$ cat src/rtl/usb_audio_gain.sv
// Per-channel volume stage for 48 kHz stereo audio. Each channel's gain ramps
// toward its target in small steps, with soft mute, and the sample is scaled by a serial shift-add multiplier.
//
// state | meaning
// IDLE  | waiting for a synchronised Audio_Clk rising edge
// LOAD  | capture samples, step the gains toward target, form g9 multipliers
// MUL_L | 9-cycle shift-add, left sample x g9_l
// MUL_R | 9-cycle shift-add, right sample x g9_r
// DONE  | new outputs visible, Out_Valid high for one cycle
module usb_audio_gain #(
    parameter int STEP        = 1,
    parameter int SYNC_STAGES = 2
) (
    input  logic        Clk,
    input  logic        nReset,
    input  logic        Audio_Clk,
    input  logic [15:0] Audio_In_Left,
    input  logic [15:0] Audio_In_Right,
    input  logic [7:0]  Volume_Left,
    input  logic [7:0]  Volume_Right,
    input  logic        Mute,
    output logic [15:0] Audio_Out_Left,
    output logic [15:0] Audio_Out_Right,
    output logic        Out_Valid,
    output logic        Busy,
    output logic        Overrun
);

    typedef enum logic [2:0] {IDLE, LOAD, MUL_L, MUL_R, DONE} state_t;

    localparam logic [8:0] STEP9 = 9'(STEP);

    state_t state, state_nxt;

    logic [SYNC_STAGES-1:0] sync_q;
    logic                   aclk_prev;
    logic                   rise;

    logic [7:0]  cur_gain_l, cur_gain_r;
    logic [7:0]  gain_l_nxt, gain_r_nxt;
    logic [8:0]  g9_r;
    logic [15:0] samp_r;
    logic [24:0] mcand;
    logic [8:0]  mplier;
    logic [24:0] acc, acc_nxt;
    logic [15:0] res_l;
    logic [3:0]  cnt;
    logic        cnt_tc;

    function automatic logic [7:0] ramp(input logic [7:0] cur, input logic [7:0] tgt);
        logic [8:0] c9, t9;
        c9 = {1'b0, cur};
        t9 = {1'b0, tgt};
        if (t9 >= c9) begin
            if (t9 - c9 <= STEP9) return tgt;
            return 8'(c9 + STEP9);
        end
        if (c9 - t9 <= STEP9) return tgt;
        return 8'(c9 - STEP9);
    endfunction

    // Code 255 maps to 256 so full scale is bit-exact unity; code 0 stays 0.
    function automatic logic [8:0] to_g9(input logic [7:0] g);
        return (g == 8'd0) ? 9'd0 : ({1'b0, g} + 9'd1);
    endfunction

    always_ff @(posedge Clk or negedge nReset) begin
        if (!nReset) begin
            sync_q    <= '0;
            aclk_prev <= 1'b0;
        end else begin
            sync_q    <= {sync_q[SYNC_STAGES-2:0], Audio_Clk};
            aclk_prev <= sync_q[SYNC_STAGES-1];
        end
    end

    assign rise       = sync_q[SYNC_STAGES-1] & ~aclk_prev;
    assign cnt_tc     = (cnt == 4'd0);
    assign gain_l_nxt = ramp(cur_gain_l, Mute ? 8'd0 : Volume_Left);
    assign gain_r_nxt = ramp(cur_gain_r, Mute ? 8'd0 : Volume_Right);
    assign acc_nxt    = mplier[0] ? (acc + mcand) : acc;

    always_ff @(posedge Clk or negedge nReset) begin
        if (!nReset) state <= IDLE;
        else         state <= state_nxt;
    end

    always_comb begin
        state_nxt = state;
        Busy      = (state != IDLE);
        Out_Valid = (state == DONE);
        Overrun   = rise & (state != IDLE);
        case (state)
            IDLE:    if (rise) state_nxt = LOAD;
            LOAD:    state_nxt = MUL_L;
            MUL_L:   if (cnt_tc) state_nxt = MUL_R;
            MUL_R:   if (cnt_tc) state_nxt = DONE;
            DONE:    state_nxt = IDLE;
            default: state_nxt = IDLE;
        endcase
    end

    always_ff @(posedge Clk or negedge nReset) begin
        if (!nReset) begin
            cur_gain_l      <= '0;
            cur_gain_r      <= '0;
            g9_r            <= '0;
            samp_r          <= '0;
            mcand           <= '0;
            mplier          <= '0;
            acc             <= '0;
            res_l           <= '0;
            cnt             <= '0;
            Audio_Out_Left  <= '0;
            Audio_Out_Right <= '0;
        end else begin
            case (state)
                LOAD: begin
                    samp_r     <= Audio_In_Right;
                    cur_gain_l <= gain_l_nxt;
                    cur_gain_r <= gain_r_nxt;
                    g9_r       <= to_g9(gain_r_nxt);
                    mcand      <= {{9{Audio_In_Left[15]}}, Audio_In_Left};
                    mplier     <= to_g9(gain_l_nxt);
                    acc        <= '0;
                    cnt        <= 4'd8;
                end
                MUL_L: begin
                    if (cnt_tc) begin
                        res_l  <= acc_nxt[23:8];
                        mcand  <= {{9{samp_r[15]}}, samp_r};
                        mplier <= g9_r;
                        acc    <= '0;
                        cnt    <= 4'd8;
                    end else begin
                        acc    <= acc_nxt;
                        mcand  <= mcand << 1;
                        mplier <= mplier >> 1;
                        cnt    <= cnt - 4'd1;
                    end
                end
                MUL_R: begin
                    acc    <= acc_nxt;
                    mcand  <= mcand << 1;
                    mplier <= mplier >> 1;
                    cnt    <= cnt - 4'd1;
                    // Both outputs change together so they hold steady between Out_Valid pulses.
                    if (cnt_tc) begin
                        Audio_Out_Left  <= res_l;
                        Audio_Out_Right <= acc_nxt[23:8];
                    end
                end
                default: ;
            endcase
        end
    end

endmodule

$ cat config.mk
export PLATFORM = sky130hd
export DESIGN_NAME = usb_audio_gain
export DESIGN_NICKNAME = d
export VERILOG_FILES = /design/src/rtl/usb_audio_gain.sv
export SDC_FILE = /design/constraint.sdc
export NUM_CORES = 1
export LEC_CHECK = 0
export ABC_AREA = 1
export ABC_CLOCK_PERIOD_IN_PS = 4350
export BUFFER_PORTS_ARGS = -buffer_cell sky130_fd_sc_hd__buf_2
export CAP_MARGIN = 40
export CORE_MARGIN = 2
export CORE_UTILIZATION = 60
export CTS_CLUSTER_DIAMETER = 120
export DETAILED_ROUTE_END_ITERATION = 8
export PLACE_DENSITY = 0.85
export SYNTH_ARGS = -nofsm -noshare
export SYNTH_HDL_FRONTEND = slang
export SYNTH_SLANG_ARGS = --single-unit
export TNS_END_PERCENT = 5
$ cat constraint.sdc
create_clock -name Clk -period 4.35 [get_ports Clk]
set_clock_uncertainty 0.2 [all_clocks]
set_input_delay 0 -clock Clk [delete_from_list [all_inputs] [get_ports Clk]]
set_output_delay 0 -clock Clk [all_outputs]
set_load 0.005 [all_outputs]
* Word level (Yosys, flattened, before mapping) *
Cells that the tools add are included.

storage, ports and cells
  logic and storage cells = 90
  input port bits = 52
  bits in registers = 158
  latch bits = 0
  bits in read-only memories = 0
  RAM bits = 0
  output and inout port bits = 35
  memories = 0

cells by class
  multiply operators = 0
  bitwise logic cells = 3
  div/mod/pow operators = 0
  add/sub/neg operators = 12
  muxes and demuxes = 39
  eq/ne operators = 7
  shift-type cells = 0
  magnitude comparators = 6
  reduce and logical (&&, ||, !) cells = 9

operators by type and width
  cell                                                 number
  one-hot mux 25 bit (3 select lines)                  2
  two-way mux 8 bit                                    14
  two-way mux 25 bit                                   3
  <= comparator 9 x 1 -> 1 bit, second input constant  4
  subtractor 8 x 8 -> 9 bit                            4
  two-way mux 9 bit                                    3
  one-hot mux 9 bit (3 select lines)                   1
  adder 25 bit                                         1
  adder 8 x 1 -> 9 bit, second input constant          2
  adder 8 x 1 -> 8 bit, second input constant          2
  >= comparator 8 bit                                  2
  logical NOT 8 bit                                    2
  subtractor 8 x 1 -> 8 bit, second input constant     2
  one-hot mux 3 bit (4 select lines)                   1
  one-hot mux 4 bit (3 select lines)                   1
  two-way mux 1 bit                                    10
  two-way mux 3 bit                                    3
  equality test 3 x 2 -> 1 bit, second input constant  2
  inequality test 2 bit, second input constant         3
  nonzero test 3 bit                                   2
  logical NOT 4 bit                                    1
  two-way mux 4 bit                                    1
  AND reduction 2 bit                                  2
  subtractor 4 x 1 -> 4 bit, second input constant     1
  6 further kinds                                      7

* Depth between registers and ports, before layout *
  depth in word-level cells = 13
  gate-level depth with buffers = 28

* Worst setup path after synthesis *
Ideal clock, no wire load.

  path type = register -> register
  start = reg cur_gain_l[1]
  end = reg mplier[4]
  buffers on the path = 0
  arrival time = 2.845 ns
  slack = 1.183 ns
  library setup time = 0.121 ns
  cell stages (with the launch flop) = 22
  cell sequence = dfrtp_1 -> inv_1 -> fa_1 -> nor2_1 -> nand2_1 -> nand2_1 -> xor2_1 -> nand4_1 -> nor2_4 -> nand2_4 -> a21oi_1 -> o21ai_1 -> nand2_2 -> inv_1 -> ha_1 -> nand2_1 -> nor2_1 -> xor2_1 -> nand2_1 -> nand2_1 -> nand2_1 -> nand2_1

between the ends
  cells in the longest elaborated chain, start to end = 12
  elaborated cells between the ends (all ways) = 21
  classes of those cells = add/sub: 5; order compare: 3; mux: 12; reduce/logical: 1

RTL lines
  item                                                       line  RTL
  from (decl)                                                39    logic [7:0] cur_gain_l, cur_gain_r;
  from (signal assigned)                                     120   cur_gain_l <= gain_l_nxt;
  subtractor 8 x 8 -> 9 bit                                  55    if (t9 - c9 <= STEP9) return tgt;
  <= comparator 9 x 1 -> 1 bit                               55
  two-way mux 1 bit                                          55
  two-way mux 1 bit                                          54    if (t9 >= c9) begin
  two-way mux 8 bit                                          56    return 8'(c9 + STEP9);
  two-way mux 8 bit                                          54
  two-way mux 8 bit                                          58    if (c9 - t9 <= STEP9) return tgt;
  two-way mux 8 bit                                          59    return 8'(c9 - STEP9);
  two-way mux 8 bit *                                        58
  net gain_l_nxt[0]                                          40    logic [7:0] gain_l_nxt, gain_r_nxt;
  adder 8 x 1 -> 9 bit or logical NOT 8 bit (tied branches)  64    return (g == 8'd0) ? 9'd0 : ({1'b0, g} + 9'd1);
  two-way mux 9 bit *                                        64
  one-hot mux 9 bit (3 select lines) *                       117   case (state)
  to (signal assigned)                                       124   mplier <= to_g9(gain_l_nxt);
  to (signal assigned)                                       132   mplier <= g9_r;
  to (signal assigned)                                       138   mplier <= mplier >> 1;
  to (decl)                                                  44    logic [8:0] mplier;

Mark *: on every way through the listed nets, which the timed path passes. The rest lies on a longest branch. The select of a mux whose other input is x is not followed.
A chain may end at the register's enable or synchronous reset.

* Final worst setup path *
  start = reg cur_gain_l[2]
  end = reg mplier[4]

The elaborated chain is that of the path after synthesis.

==> results.tsv <==
stage	metric	value	unit
power_and_ir_drop	Internal	5320	uW
critical_path	CP Depth	22	
critical_path	Req. time, crit path	4460	ps
drt	1st-iter DRT viols	897	
critical_path	worst path cell trace	ha_1, nand2_1, nor3_1, nor2_2, nand2_1, nand2_1, a21oi_1, nor2_1, nand2_1, inv_2, nor2_1, nand2_1, nand2_2, inv_1, ha_1, nand2_1, nor2_1, xor2_1, nand2_1, nand2_1, nand2_1, nand2_1	
critical_path	Reg2Reg Depth	22	
synth	Most used DFF post-synth	dfrtp_1	
synth	Yosys reg bits	156	
cts	CTS tree	built	
power_and_ir_drop	Sw Share	50.6	%
power_and_ir_drop	power per cell area	865	nW/um2
min_path	Hold Path Cell Cnt	7	
drt	# DRC	0	
grt	grt ovf	0	
sta	fmax	272	MHz
power_and_ir_drop	Sw Pwr	5450	uW
synth	yosys warns	0	
power_and_ir_drop	P_leak	0.00648	uW
sta	endpoints failing setup	0	
sta	Tcrit/Tclk final	84.5	%
cts	H-tree levels	4	
critical_path	crit path launch	cur_gain_l[2]	
placement	post-detail-place hpwl	20.8	mm
synth	Synth cell types	57	
synth	Seq/Total Area, Yosys	36.1	%
grt	vias in the first global route	10300	
synth	Post-synth ARST share	100	%
power_and_ir_drop	part of the power in registers	24.8	%
die	Die ar.	19100	um2
cells_and_area	area grow syn2layout	15.4	%
die	die height	138	um
cts	worst skew pair latency	420	ps
grt	total global-route track usage	31.3	%
critical_path	Crit. End Element	register	
die	die width	138	um
cells_and_area	layout cells sized above 1	12.5	%
sta	Slew @ Worst Pin	878	ps
critical_path	crit path max fanout	11	
placement	Final GP Congestion	0.941	
synth	Syn Area/Cell	7.20	um2
critical_path	most frequent cell on the critical path	nand2_1	
grt	pin count of the biggest net entering global routing	56	
sta	fin crit period	3670	ps
critical_path	worst path bufs/invs	2	
cts	setup bufs post-CTS	0	
cts	CTS clk-pin slew, worst paths	60	ps
drt	DR WL/cell	15.8	um
cts	cts repair resizes	0	
critical_path	Worst setup endpoint	mplier[4]	
synth	number of synthesized flops with an enable pin	0	
cts	TritonCTS Buffers	17	
grt	initial antenna violation count	0	
power_and_ir_drop	Worst VDD drop	452	uV
critical_path	CP arrival	3790	ps
drt	WL final	29.3	mm
drt	Vias/cell	5.66	
critical_path	crit path kind	reg -> reg	
placement	IO Port Bufs	86	
grt	first-pass GRT wire length	49.5	mm
cts	CTS Root Buffer Type	clkbuf_16	
critical_path	R2R Path End	mplier[4]	
critical_path	Max stage delay cell, worst path	dfrtp_1	
sta	Final TNS setup	0	ps
die	# rows	49	
power_and_ir_drop	Comb pwr share	60.6	%
sta	RSZ-0062 raised after global routing	no	
drt	Detail Route Antenna Nets	0	
critical_path	Crit path largest cell delay	510	ps
die	core box area	17800	um2
cells_and_area	diode count	0	
synth	Syn Std Cell Area	10800	um2
min_path	Tightest Hold Check Type	in -> reg	
outcome	status	completed	
die	io pins	87	
critical_path	r2r startpoint	cur_gain_l[2]	
critical_path	CP top delay family	simple AND/OR/NAND/NOR gates	
die	initial core utilization	60.5	%
cts	CTS Sinks	156	
sta	Slew Limit Headroom	41.5	%
sta	fin. max-slew vios	0	
critical_path	crit path launch type	register	
synth	Syn Inst Count	1501	
cells_and_area	Final Util	69.9	%
synth	syn_nets	1619	
cells_and_area	Layout fillers	1424	
cts	Longest Clk Path Bufs	2	
flow_run	max_cap viols	0	
cells_and_area	nets@finish	1728	
power_and_ir_drop	power share of the clock group	14.6	%
sta	Final Hold Viols	0	
drt	router iterations before antenna repair	5	
critical_path	R2R setup slack	680	ps
drt	via count	10500	
-- cell usage in the layout (no fill, tap or decap), types with 23 or more instances in the layout --
cell | synthesis | layout
dlygate4sd3_1 | 0 | 35
nand3_1 | 134 | 134
a21oi_1 | 55 | 55
o21ai_0 | 105 | 105
buf_2 | 8 | 85
nand2_1 | 456 | 456
xor2_1 | 38 | 38
nand4_1 | 23 | 23
inv_1 | 153 | 153
nor2_1 | 102 | 100
dfrtp_1 | 156 | 156
ha_1 | 63 | 63
-- power groups by stage --
stage / Sequential (uW) / Combinational [uW] / Clock [uW]
final: 2670 / 6540 / 1570
after global routing: 2750 / 7420 / 1650
after CTS: 2650 / 6450 / 1580
after detailed placement: 2660 / 6350 / 0
after global placement: 2640 / 6180 / 0
after floorplan: 2490 / 4900 / 0
-- synthesized netlist by cell type, types with 11 or more instances --
cell,n,area [um2]
nor2_1,102,383
nand3_1,134,671
ha_1,63,788
nand2_1,456,1710
clkbuf_1,32,120
o22ai_1,11,68.8
xor2_1,38,333
inv_1,153,574
a21oi_1,55,275
dfrtp_1,156,3900
o21ai_0,105,526
nand4_1,23,144
nand2_2,20,125
nor3_1,13,65.1
a31oi_1,14,87.6
-- through the flow --
stage	area, um2	total power [uW]	instances	hold slack (ps)	setup slack, ps
after detailed placement	11500	9010	1784	-211	657
after global placement	11400	8810	1782	-216	755
final	12500	10800	1852	25.6	675
after global routing	12500	11800	1852	33.2	269
after floorplan	10800	7390	1501	-496	1180
after CTS	12500	10700	1852	17.5	721
-- tightest hold or removal path, delay by kind of cell --
kind | cells | cell delay [ps]
buffers and inverters | 1 | 80
and+or+nand+nor | 5 | 460
AOI/OAI and AO/OA | 1 | 70
-- worst min-delay path by stage --
stage / startpoint / end / slack, ps
global placement: nReset / Audio_Out_Left[3] / -220
floorplan: nReset / Audio_Out_Left[0] / -500
detailed placement: nReset / Audio_Out_Left[1] / -210
finish: Volume_Right[6] / cur_gain_r[6] / 30
CTS: Volume_Right[6] / cur_gain_r[6] / 20
global route: Audio_Clk / sync_q[0] / 30
-- layer usage --
metal	global-route usage [%]	vias up	part of all wire, %
met5	0	-	0
met4	8.32	0	1.5
met3	5.61	50	7.2
met2	51.2	398	46
met1	43.3	4901	45
li1	-	5136	-
-- registers in the layout, indices dropped and copies added (netlist names) --
register         flops
Audio_Out_Right     16
aclk_prev            1
state                3
mcand               24
cur_gain_l           8
sync_q               2
mplier               9
cur_gain_r           8
cnt                  4
g9_r                 9
Audio_Out_Left      16
acc                 24
res_l               16
samp_r              16
-- what timing repair did --
item | in CTS | in global routing
endpoints found under the setup margin | 0 | 0
hold endpoints to repair | 142 | 0
hold buffers | 36 | 0
-- logic make-up (layout without fill, tap and decap cells) --
| group | after synthesis | in the layout | synth area share (%) |
|---|---|---|---|
| AND/OR/NAND/NOR | 790 | 790 | 32.2 |
| buffers and inverters | 206 | 328 | 7.39 |
| adder cells (fa/ha/maj) | 66 | 66 | 7.85 |
| flip-flops | 156 | 156 | 36.1 |
| AO/OA/AOI/OAI | 237 | 237 | 12.6 |
| XOR/XNOR | 46 | 46 | 3.80 |
-- final cells by class --
| type | count | area [um2] | area share (%) |
|---|---|---|---|
| repair buffers | 135 | 940 | 7.54 |
| well taps | 229 | 287 | 2.30 |
| flip-flops and latches | 156 | 3900 | 31.3 |
| inverters | 161 | 604 | 4.85 |
| clock inverters | 14 | 183 | 1.47 |
| clock buffers | 18 | 439 | 3.52 |
| multi-input cells | 1139 | 6110 | 49.0 |
No activity file was read; power rests on OpenSTA's default activity.
